## src/rtl/mips_ctrl_pkg.sv

```systemverilog
// Shared opcode constants, sequencer state encoding and the datapath select
// bundle for the MIPS multi-cycle control sequencer.
package mips_ctrl_pkg;

    localparam logic [5:0] OP_RTYPE = 6'd0;
    localparam logic [5:0] OP_LW    = 6'd35;
    localparam logic [5:0] OP_SW    = 6'd43;

    localparam logic [1:0] ALU_OP_ADD   = 2'b00;
    localparam logic [1:0] ALU_OP_FUNCT = 2'b10;

    typedef enum logic [2:0] {
        S_IDLE   = 3'd0,
        S_DECODE = 3'd1,
        S_EXEC   = 3'd2,
        S_MEM    = 3'd3,
        S_WB     = 3'd4,
        S_DONE   = 3'd5
    } seq_state_t;

    typedef struct packed {
        logic       reg_dst;
        logic       alu_src;
        logic       mem_to_reg;
        logic [1:0] alu_op;
    } ctrl_sel_t;

    localparam ctrl_sel_t SEL_NONE = '0;

endpackage

```

## src/rtl/mips_ctrl_decode.sv

```systemverilog
// Combinational opcode decoder: maps a MIPS opcode to its datapath selects
// and flags whether the sequencer supports it.
module mips_ctrl_decode
    import mips_ctrl_pkg::*;
(
    input  logic [5:0] opcode,
    output ctrl_sel_t  sel,
    output logic       legal
);

    always_comb begin
        sel   = SEL_NONE;
        legal = 1'b0;
        case (opcode)
            OP_RTYPE: begin
                sel.reg_dst = 1'b1;
                sel.alu_op  = ALU_OP_FUNCT;
                legal       = 1'b1;
            end
            OP_LW: begin
                sel.alu_src    = 1'b1;
                sel.mem_to_reg = 1'b1;
                sel.alu_op     = ALU_OP_ADD;
                legal          = 1'b1;
            end
            OP_SW: begin
                sel.alu_src = 1'b1;
                sel.alu_op  = ALU_OP_ADD;
                legal       = 1'b1;
            end
            default: begin
                sel   = SEL_NONE;
                legal = 1'b0;
            end
        endcase
    end

endmodule

```

## src/rtl/mips_ctrl_sequencer.sv

```systemverilog
// Handshaked multi-cycle control sequencer for the MIPS datapath.
// Optional retire counter port enabled by defining SEQ_RETIRE_COUNT_EN.
module mips_ctrl_sequencer
    import mips_ctrl_pkg::*;
#(
    parameter int unsigned EXEC_CYCLES = 1,
    parameter int unsigned MEM_CYCLES  = 1
) (
    input  logic        clk,
    input  logic        rst,
    input  logic        instr_valid,
    output logic        instr_ready,
    input  logic [31:0] instr_word,
    input  logic        abort,
    output logic        reg_dst,
    output logic        alu_src,
    output logic        mem_to_reg,
    output logic [1:0]  alu_op,
    output logic        reg_write,
    output logic        mem_read,
    output logic        mem_write,
    output logic        done,
    output logic        illegal
`ifdef SEQ_RETIRE_COUNT_EN
    ,
    output logic [31:0] retire_count
`endif
);

    localparam logic [3:0] EXEC_LOAD = 4'(EXEC_CYCLES - 1);
    localparam logic [3:0] MEM_LOAD  = 4'(MEM_CYCLES - 1);

    seq_state_t  state;
    seq_state_t  next_state;
    logic [3:0]  cnt;
    logic [3:0]  cnt_next;
    logic [31:0] instr_q;
    ctrl_sel_t   sel_q;
    ctrl_sel_t   sel_next;
    ctrl_sel_t   dec_sel;
    logic        legal_q;
    logic        legal_next;
    logic        dec_legal;
    logic        accept;
    logic        is_lw;
    logic        is_sw;
    logic        unused_instr_bits;

    // Decoding straight off the bus lets the selects settle during DECODE.
    mips_ctrl_decode u_decode (
        .opcode (instr_word[31:26]),
        .sel    (dec_sel),
        .legal  (dec_legal)
    );

    assign accept            = (state == S_IDLE) && instr_valid;
    assign is_lw             = (instr_q[31:26] == OP_LW);
    assign is_sw             = (instr_q[31:26] == OP_SW);
    assign unused_instr_bits = ^instr_q[25:0];

    assign reg_dst    = sel_q.reg_dst;
    assign alu_src    = sel_q.alu_src;
    assign mem_to_reg = sel_q.mem_to_reg;
    assign alu_op     = sel_q.alu_op;

    always_comb begin
        next_state = state;
        cnt_next   = cnt;
        sel_next   = sel_q;
        legal_next = legal_q;

        case (state)
            S_IDLE: begin
                if (instr_valid) next_state = S_DECODE;
            end
            S_DECODE: begin
                if (abort)         next_state = S_IDLE;
                else if (!legal_q) next_state = S_DONE;
                else               next_state = S_EXEC;
            end
            S_EXEC: begin
                if (abort)                next_state = S_IDLE;
                else if (cnt == 4'd0)     next_state = (is_lw || is_sw) ? S_MEM : S_WB;
                else                      cnt_next = cnt - 4'd1;
            end
            S_MEM: begin
                if (abort)                next_state = S_IDLE;
                else if (cnt == 4'd0)     next_state = is_lw ? S_WB : S_DONE;
                else                      cnt_next = cnt - 4'd1;
            end
            S_WB: begin
                next_state = abort ? S_IDLE : S_DONE;
            end
            S_DONE: begin
                next_state = S_IDLE;
            end
            default: begin
                next_state = S_IDLE;
            end
        endcase

        // The shared hold counter is reloaded on every state change.
        if (next_state != state) begin
            if (next_state == S_EXEC)     cnt_next = EXEC_LOAD;
            else if (next_state == S_MEM) cnt_next = MEM_LOAD;
            else                          cnt_next = 4'd0;
        end

        if (accept) begin
            sel_next   = dec_sel;
            legal_next = dec_legal;
        end else if (next_state == S_IDLE) begin
            sel_next   = SEL_NONE;
            legal_next = 1'b0;
        end
    end

    // Outputs are registered from next_state so each strobe is high exactly
    // while its state is occupied and never glitches.
    always_ff @(posedge clk or posedge rst) begin
        if (rst) begin
            state       <= S_IDLE;
            cnt         <= 4'd0;
            instr_q     <= 32'd0;
            sel_q       <= SEL_NONE;
            legal_q     <= 1'b0;
            instr_ready <= 1'b1;
            reg_write   <= 1'b0;
            mem_read    <= 1'b0;
            mem_write   <= 1'b0;
            done        <= 1'b0;
            illegal     <= 1'b0;
        end else begin
            state       <= next_state;
            cnt         <= cnt_next;
            sel_q       <= sel_next;
            legal_q     <= legal_next;
            if (accept) instr_q <= instr_word;
            instr_ready <= (next_state == S_IDLE);
            reg_write   <= (next_state == S_WB);
            mem_read    <= (next_state == S_MEM) && is_lw;
            mem_write   <= (next_state == S_MEM) && is_sw;
            done        <= (next_state == S_DONE);
            illegal     <= (next_state == S_DONE) && !legal_q;
        end
    end

`ifdef SEQ_RETIRE_COUNT_EN
    always_ff @(posedge clk or posedge rst) begin
        if (rst) begin
            retire_count <= 32'd0;
        end else if ((next_state == S_DONE) && (state != S_DONE) && legal_q) begin
            retire_count <= retire_count + 32'd1;
        end
    end
`endif

endmodule

```

## config.mk

```make
export PLATFORM = sky130hd
export DESIGN_NAME = mips_ctrl_sequencer
export DESIGN_NICKNAME = d
export VERILOG_FILES = /design/src/rtl/mips_ctrl_pkg.sv /design/src/rtl/mips_ctrl_decode.sv /design/src/rtl/mips_ctrl_sequencer.sv
export SDC_FILE = /design/constraint.sdc
export NUM_CORES = 1
export LEC_CHECK = 0
export BUFFER_PORTS_ARGS = -buffer_cell sky130_fd_sc_hd__buf_2
export CAP_MARGIN = 5
export CORE_MARGIN = 2
export CORE_UTILIZATION = 48
export CTS_BUF_LIST = sky130_fd_sc_hd__clkbuf_4
export CTS_CLUSTER_SIZE = 30
export DETAILED_ROUTE_END_ITERATION = 16
export GPL_ROUTABILITY_DRIVEN = 0
export PLACE_DENSITY_LB_ADDON = 0.2
export SYNTH_ARGS = -nofsm -noshare
export SYNTH_HDL_FRONTEND = slang
export SYNTH_HIERARCHICAL = 1
export SYNTH_SLANG_ARGS = --single-unit
```

## constraint.sdc

```tcl
create_clock -name clk -period 2.1 [get_ports clk]
set_input_delay 0.105 -clock clk [delete_from_list [all_inputs] [get_ports clk]]
set_output_delay 0.105 -clock clk [all_outputs]
set_load 0.01 [all_outputs]
```

======== Yosys cells after proc, flatten, opt, wreduce, memory -nomap -nowiden ========
Index checks and enable logic that the tools add are counted.
word-level totals
  register bits ........................... 51
  input bits .............................. 36
  output and inout port bits .............. 11
  logic and storage cells ................. 69
operators by class
  add/sub/neg operators ................... 1
  equal/unequal tests ..................... 14
  muxes and demuxes ....................... 24
  reduce and logical (&&, ||, !) cells .... 16
operators with widths
  kind                 count
  $mux 3               9
  $eq 6x6->1 const B   4
  $mux 4               4
  $pmux 3 s5           1
  $mux 5               2
  $eq 3x2->1 const B   3
  $eq 3x3->1 const B   3
  $mux 1               7
  $logic_not 3->1      2
  $logic_not 6->1      1
  $logic_and 1x1->1    4
  $logic_not 4->1      1
  $ne 2x1->1 const B   2
  $reduce_bool 2->1    2
  $reduce_or 2->1      2
  $sub 4x1->4 const B  1
  $eq 3x1->1 const B   1
  $ne 3x3->1           1
  $reduce_and 3->1     1
  $reduce_or 3->1      1
  $mux 2               1
  $logic_not 1->1      1
  $logic_or 1x1->1     1

======== Logic depth before layout (Yosys ltp) ========
  word-level depth ........................ 9
  depth in mapped cells ................... 6

======== Cells and area by module ========
Netlist, hierarchy kept.
modules (own cells, without submodules)
  module               instances  cells an instance  area an instance (sq um)  sequential area each (sq um)
  mips_ctrl_sequencer  1          104                1216.2                    626.9
  mips_ctrl_decode     1          9                  63.8                      0.0

======== Worst setup path after synthesis ========
No wires, ideal clock.
  kind .................................... reg-to-reg
  start ................................... reg cnt[0]
  end ..................................... reg illegal
  data arrival time ....................... 1687 ps
  data required time ...................... 1946 ps
  path slack .............................. 259 ps
  stages on the path, launching flop included .. 7
  path buffers ............................ 0
  path through ............................ dfrtp_1 > inv_1 > ha_1 > or3b_2 > nor4_1 > a211o_2 > a211oi_1
between the ends
  cells in the longest elaborated chain, start to end .. 6
RTL lines
  element                           line                                                  text
  start: declaration                mips_ctrl_sequencer.sv:35                             logic [3:0] cnt;
  start signal: assignment          mips_ctrl_sequencer.sv:135                            cnt <= cnt_next;
  $logic_not 4->1 *                 mips_ctrl_sequencer.sv:83, mips_ctrl_sequencer.sv:88
  $mux 3, on equally long branches  mips_ctrl_sequencer.sv:88, mips_ctrl_sequencer.sv:83
  $mux 3, on equally long branches  mips_ctrl_sequencer.sv:87, mips_ctrl_sequencer.sv:82
  $pmux 3 s5 *                      mips_ctrl_sequencer.sv:72                             case (state)
  $eq 3x3->1 *                      mips_ctrl_sequencer.sv:144                            illegal <= (next_state == S_DONE) && !legal_q;
  $logic_and 1x1->1 *               mips_ctrl_sequencer.sv:144
  end signal: assignment            mips_ctrl_sequencer.sv:144
  end: declaration                  mips_ctrl_sequencer.sv:23                             output logic illegal
Mark *: on every way between the ends. The rest lies on a longest branch, timed or not.
A chain may end at the register's enable or synchronous reset.

======== Worst setup path after layout ========
  start ................................... reg cnt[0]
  end ..................................... reg done
between the ends
  cells in the longest elaborated chain, start to end .. 5
RTL lines
  element                           line                                                  text
  $logic_not 4->1 *                 mips_ctrl_sequencer.sv:83, mips_ctrl_sequencer.sv:88
  $mux 3, on equally long branches  mips_ctrl_sequencer.sv:88, mips_ctrl_sequencer.sv:83
  $mux 3, on equally long branches  mips_ctrl_sequencer.sv:87, mips_ctrl_sequencer.sv:82
  $pmux 3 s5 *                      mips_ctrl_sequencer.sv:72
  $eq 3x3->1 *                      mips_ctrl_sequencer.sv:143                            done <= (next_state == S_DONE);
  end signal: assignment            mips_ctrl_sequencer.sv:143
  end: declaration                  mips_ctrl_sequencer.sv:22                             output logic done,
Marked as above.

==> results.py <==
metrics = {
    "synth": {
        "ys_ff_latch": 25,
        "seq_area_frac_synth": 0.4897,
        "yosys.area_share.simple": 0.1828,
        "synth-compound-area-share": 0.1916,
        "synth_top_family_by_area": "compound AO/OA/AOI/OAI gates",
        "yosysWarningCount": 6,
        "synth_flop_cell": "dfrtp_1",
        "synth_xor_area_frac": 0.02053,
        "syn-cell-area_um2": 1280,
        "synthCells": 113,
        "synth_edf_count": 0,
        "syn_avg_cell_area_um2": 11.33,
        "syn-num-nets": 150,
        "async_flop_share": 1.000,
        "synth_cell_type_count": 42,
        "synthAdderAreaFrac": 0.009775,
        "yosys-mux-area-fraction": 0.05181,
    },
    "floorplan": {
        "start_util": 0.5120,
        "die_x_um": 55.64,
        "ios": 47,
        "die-area_um2": 3096,
        "row_count": 18,
        "die_h_um": 55.64,
        "core_um2": 2500,
    },
    "global_route": {
        "use_met2": 0.2619,
        "gr-total-overflow": 0,
        "grt_most_used_layer": "met2",
        "first_global_vias": 838,
        "grt_max_degree": 26,
        "antenna_found_initial": 0,
        "grt_use_met3": 0.03721,
        "grt_pass1_wl_um": 4002,
        "grtUsageTotal": 0.1641,
        "use_met1": 0.2180,
    },
    "setup_path": {
        "worstPathCellList": "inv_1, ha_1, or3b_2, nor4_2, a211o_2, a21oi_1",
        "setup.worst_path.class": "flip-flop to flip-flop",
        "critical_path_arrival_ns": 2.11,
        "cp-start-kind": "flip-flop",
        "path_max_fanout": 5,
        "critical_path_required_ns": 2.29,
        "slowest_stage": "or3b_2",
        "cpPeakStageDelay_ns": 0.49,
        "critPathCaptureType": "flip-flop",
    },
    "layout": {
        "syn_to_final_growth_pct": 13.20,
        "layout_commonest_cell": "dfrtp_1",
        "top_register": "instr_q",
        "fill_cells": 216,
        "reg_top3": "instr_q: 6 flops, cnt: 4 flops, state: 3 flops",
        "num_antenna_cells": 0,
        "layout_common_cells": "24 x dfrtp_1, 20 x buf_2, 8 x nor2_1",
        "largest_register_ffs": 6,
        "drive_gt1_frac": 0.3456,
        "fin_nets": 174,
    },
    "detailed_routing": {
        "drt_pre_antenna_iters": 2,
        "wire_per_inst_um": 14.14,
        "vias": 920,
        "post-route-drc-count": 0,
        "drtIter0Drc": 13,
        "detail-route-antenna-nets": 0,
        "wirelength_um": 2347,
        "via_per_inst": 5.542,
    },
    "run_status": {
        "outcome": "completed",
    },
    "clock_tree": {
        "cts_made_buffers": 3,
        "cts.htree.levels": 1,
        "cts_tree": "done",
        "worst_setup_hold_path_clk_slew_ns": 0.14,
        "cts_max_path_buffers": 2,
        "insertion_delay_ns": 0.32,
        "clockRootBuffer": "clkbuf_4",
        "cts.sinks": 25,
    },
    "sta": {
        "fin_tns_setup_ns": 0,
        "fin_crit_sh": 0.9173,
        "setup_slack_ns": 0.1736,
        "hold_viol_final": 0,
        "layout_min_cycle_time_ns": 1.926,
        "setup_violations": 0,
        "finalMaxSlewViolations": 0,
        "fmax_mhz": 519.1,
        "worst_slew_pin_slew_ns": 0.5632,
        "maxSlewHeadroom": 0.6238,
        "rsz0062_at_grt": "false",
        "fin_skew_ns": 0.005548,
    },
    "power_and_ir_drop": {
        "power.density_nw_per_um2": 948.1,
        "p_leak_nw": 0.6474,
        "vdd_drop_max_mv": 0.7486,
    },
    "placement": {
        "dp_hpwl_um": 1700,
        "pre_cts_ws_ns": 0.1241,
        "numPortBuffers": 20,
    },
    "run": {
        "max_cap_viol_count": 0,
    },
    "min_path": {
        "hp-class": "primary input to flip-flop",
    },
}
[cells in the mapped netlist, types with 2 or more instances]
master,n,share of area
a211oi_1,4,0.023
a2111oi_4,2,0.043
buf_4,3,0.018
a22o_1,6,0.041
xor2_1,2,0.014
inv_1,6,0.018
nor2b_1,2,0.0098
o21ba_2,2,0.016
a21oi_1,3,0.012
dfrtp_1,24,0.47
nand2_1,5,0.015
mux2_2,5,0.044
nor3_1,6,0.023
nand4b_1,2,0.014
o21ai_0,4,0.016
nor2_1,8,0.023
nor4_1,2,0.0098
nand3_1,3,0.012
[stage by stage]
| step | util | std cells | total power [W] | cell area [um2] | hold WS, ns |
|---|---|---|---|---|---|
| 3_3_place_gp | 0.5621 | 161 | 0.001147 | 1405 | 0.1652 |
| 4_1_cts | 0.5771 | 166 | 0.001378 | 1443 | 0.02186 |
| 6_report | 0.5796 | 166 | 0.001374 | 1449 | 0.02849 |
| 2_1_floorplan | - | 113 | 0.001049 | 1280 | 0.1316 |
| 3_5_place_dp | 0.5621 | 161 | 0.001163 | 1405 | 0.1781 |
| 5_1_grt | 0.5796 | 166 | 0.001472 | 1449 | 0.05067 |
[per-layer routing]
layer  up-vias  share of wire
met3         5          0.039
met2        17           0.47
met5         -              0
met4         0          0.015
met1       441           0.48
li1        457              -
[where the power goes]
part / switching (W) / internal (W) / total, W
clock network: 0.000143 / 0.0000713 / 0.000215
registers: 0.000109 / 0.000596 / 0.000705
logic: 0.000250 / 0.000205 / 0.000455
[logic make-up after synthesis]
group,Yosys count
AND/OR/NAND/NOR,38
AO/OA/AOI/OAI,27
flip-flops,25
buffers and inverters,12
multiplexers,6
XOR/XNOR,3
adder cells (fa/ha/maj),1
other,1
[repair_timing]
item	CTS	global route
hold buffers	1	0
setup buffers	0	0
endpoints found under the hold margin	24	0
resized for setup	0	1
setup endpoints to repair	0	4
[worst max-delay path, delay by kind of cell (launching register included)]
kind,cells,cell delay (ns)
and+or+nand+nor,2,0.75
buffers and inverters,1,0.07
adders and majority gates,1,0.19
AOI/OAI and AO/OA,2,0.36
DFF,1,0.43
[final timing paths]
path	from	to	slack (ns)	cells past startpoint
max	cnt[0]$_DFFE_PP0P_	done$_DFF_PP0_	0.17	6
max in group asynchronous	rst	instr_ready$_DFF_PP1_	1.44	4
max reg2reg	cnt[0]$_DFFE_PP0P_	done$_DFF_PP0_	0.17	6
min reg2reg	reg_dst$_DFFE_PP0P_	reg_dst$_DFFE_PP0P_	0.51	1
min in group asynchronous	rst	alu_op[0]$_DFFE_PP0P_	0.37	4
min	instr_word[31]	instr_q[31]$_DFFE_PP0P_	0.03	3
[cell type report]
class | instances | area (um2) | area share
flip-flops and latches | 25 | 626.9 | 0.4326
well taps | 30 | 37.54 | 0.02591
clock buffers | 3 | 22.52 | 0.01554
clock inverters | 1 | 5.005 | 0.003454
inverters | 6 | 22.52 | 0.01554
multi-input cells | 76 | 594.3 | 0.4102
repair buffers | 25 | 140.1 | 0.09672
No activity file was read; power rests on OpenSTA's default activity.
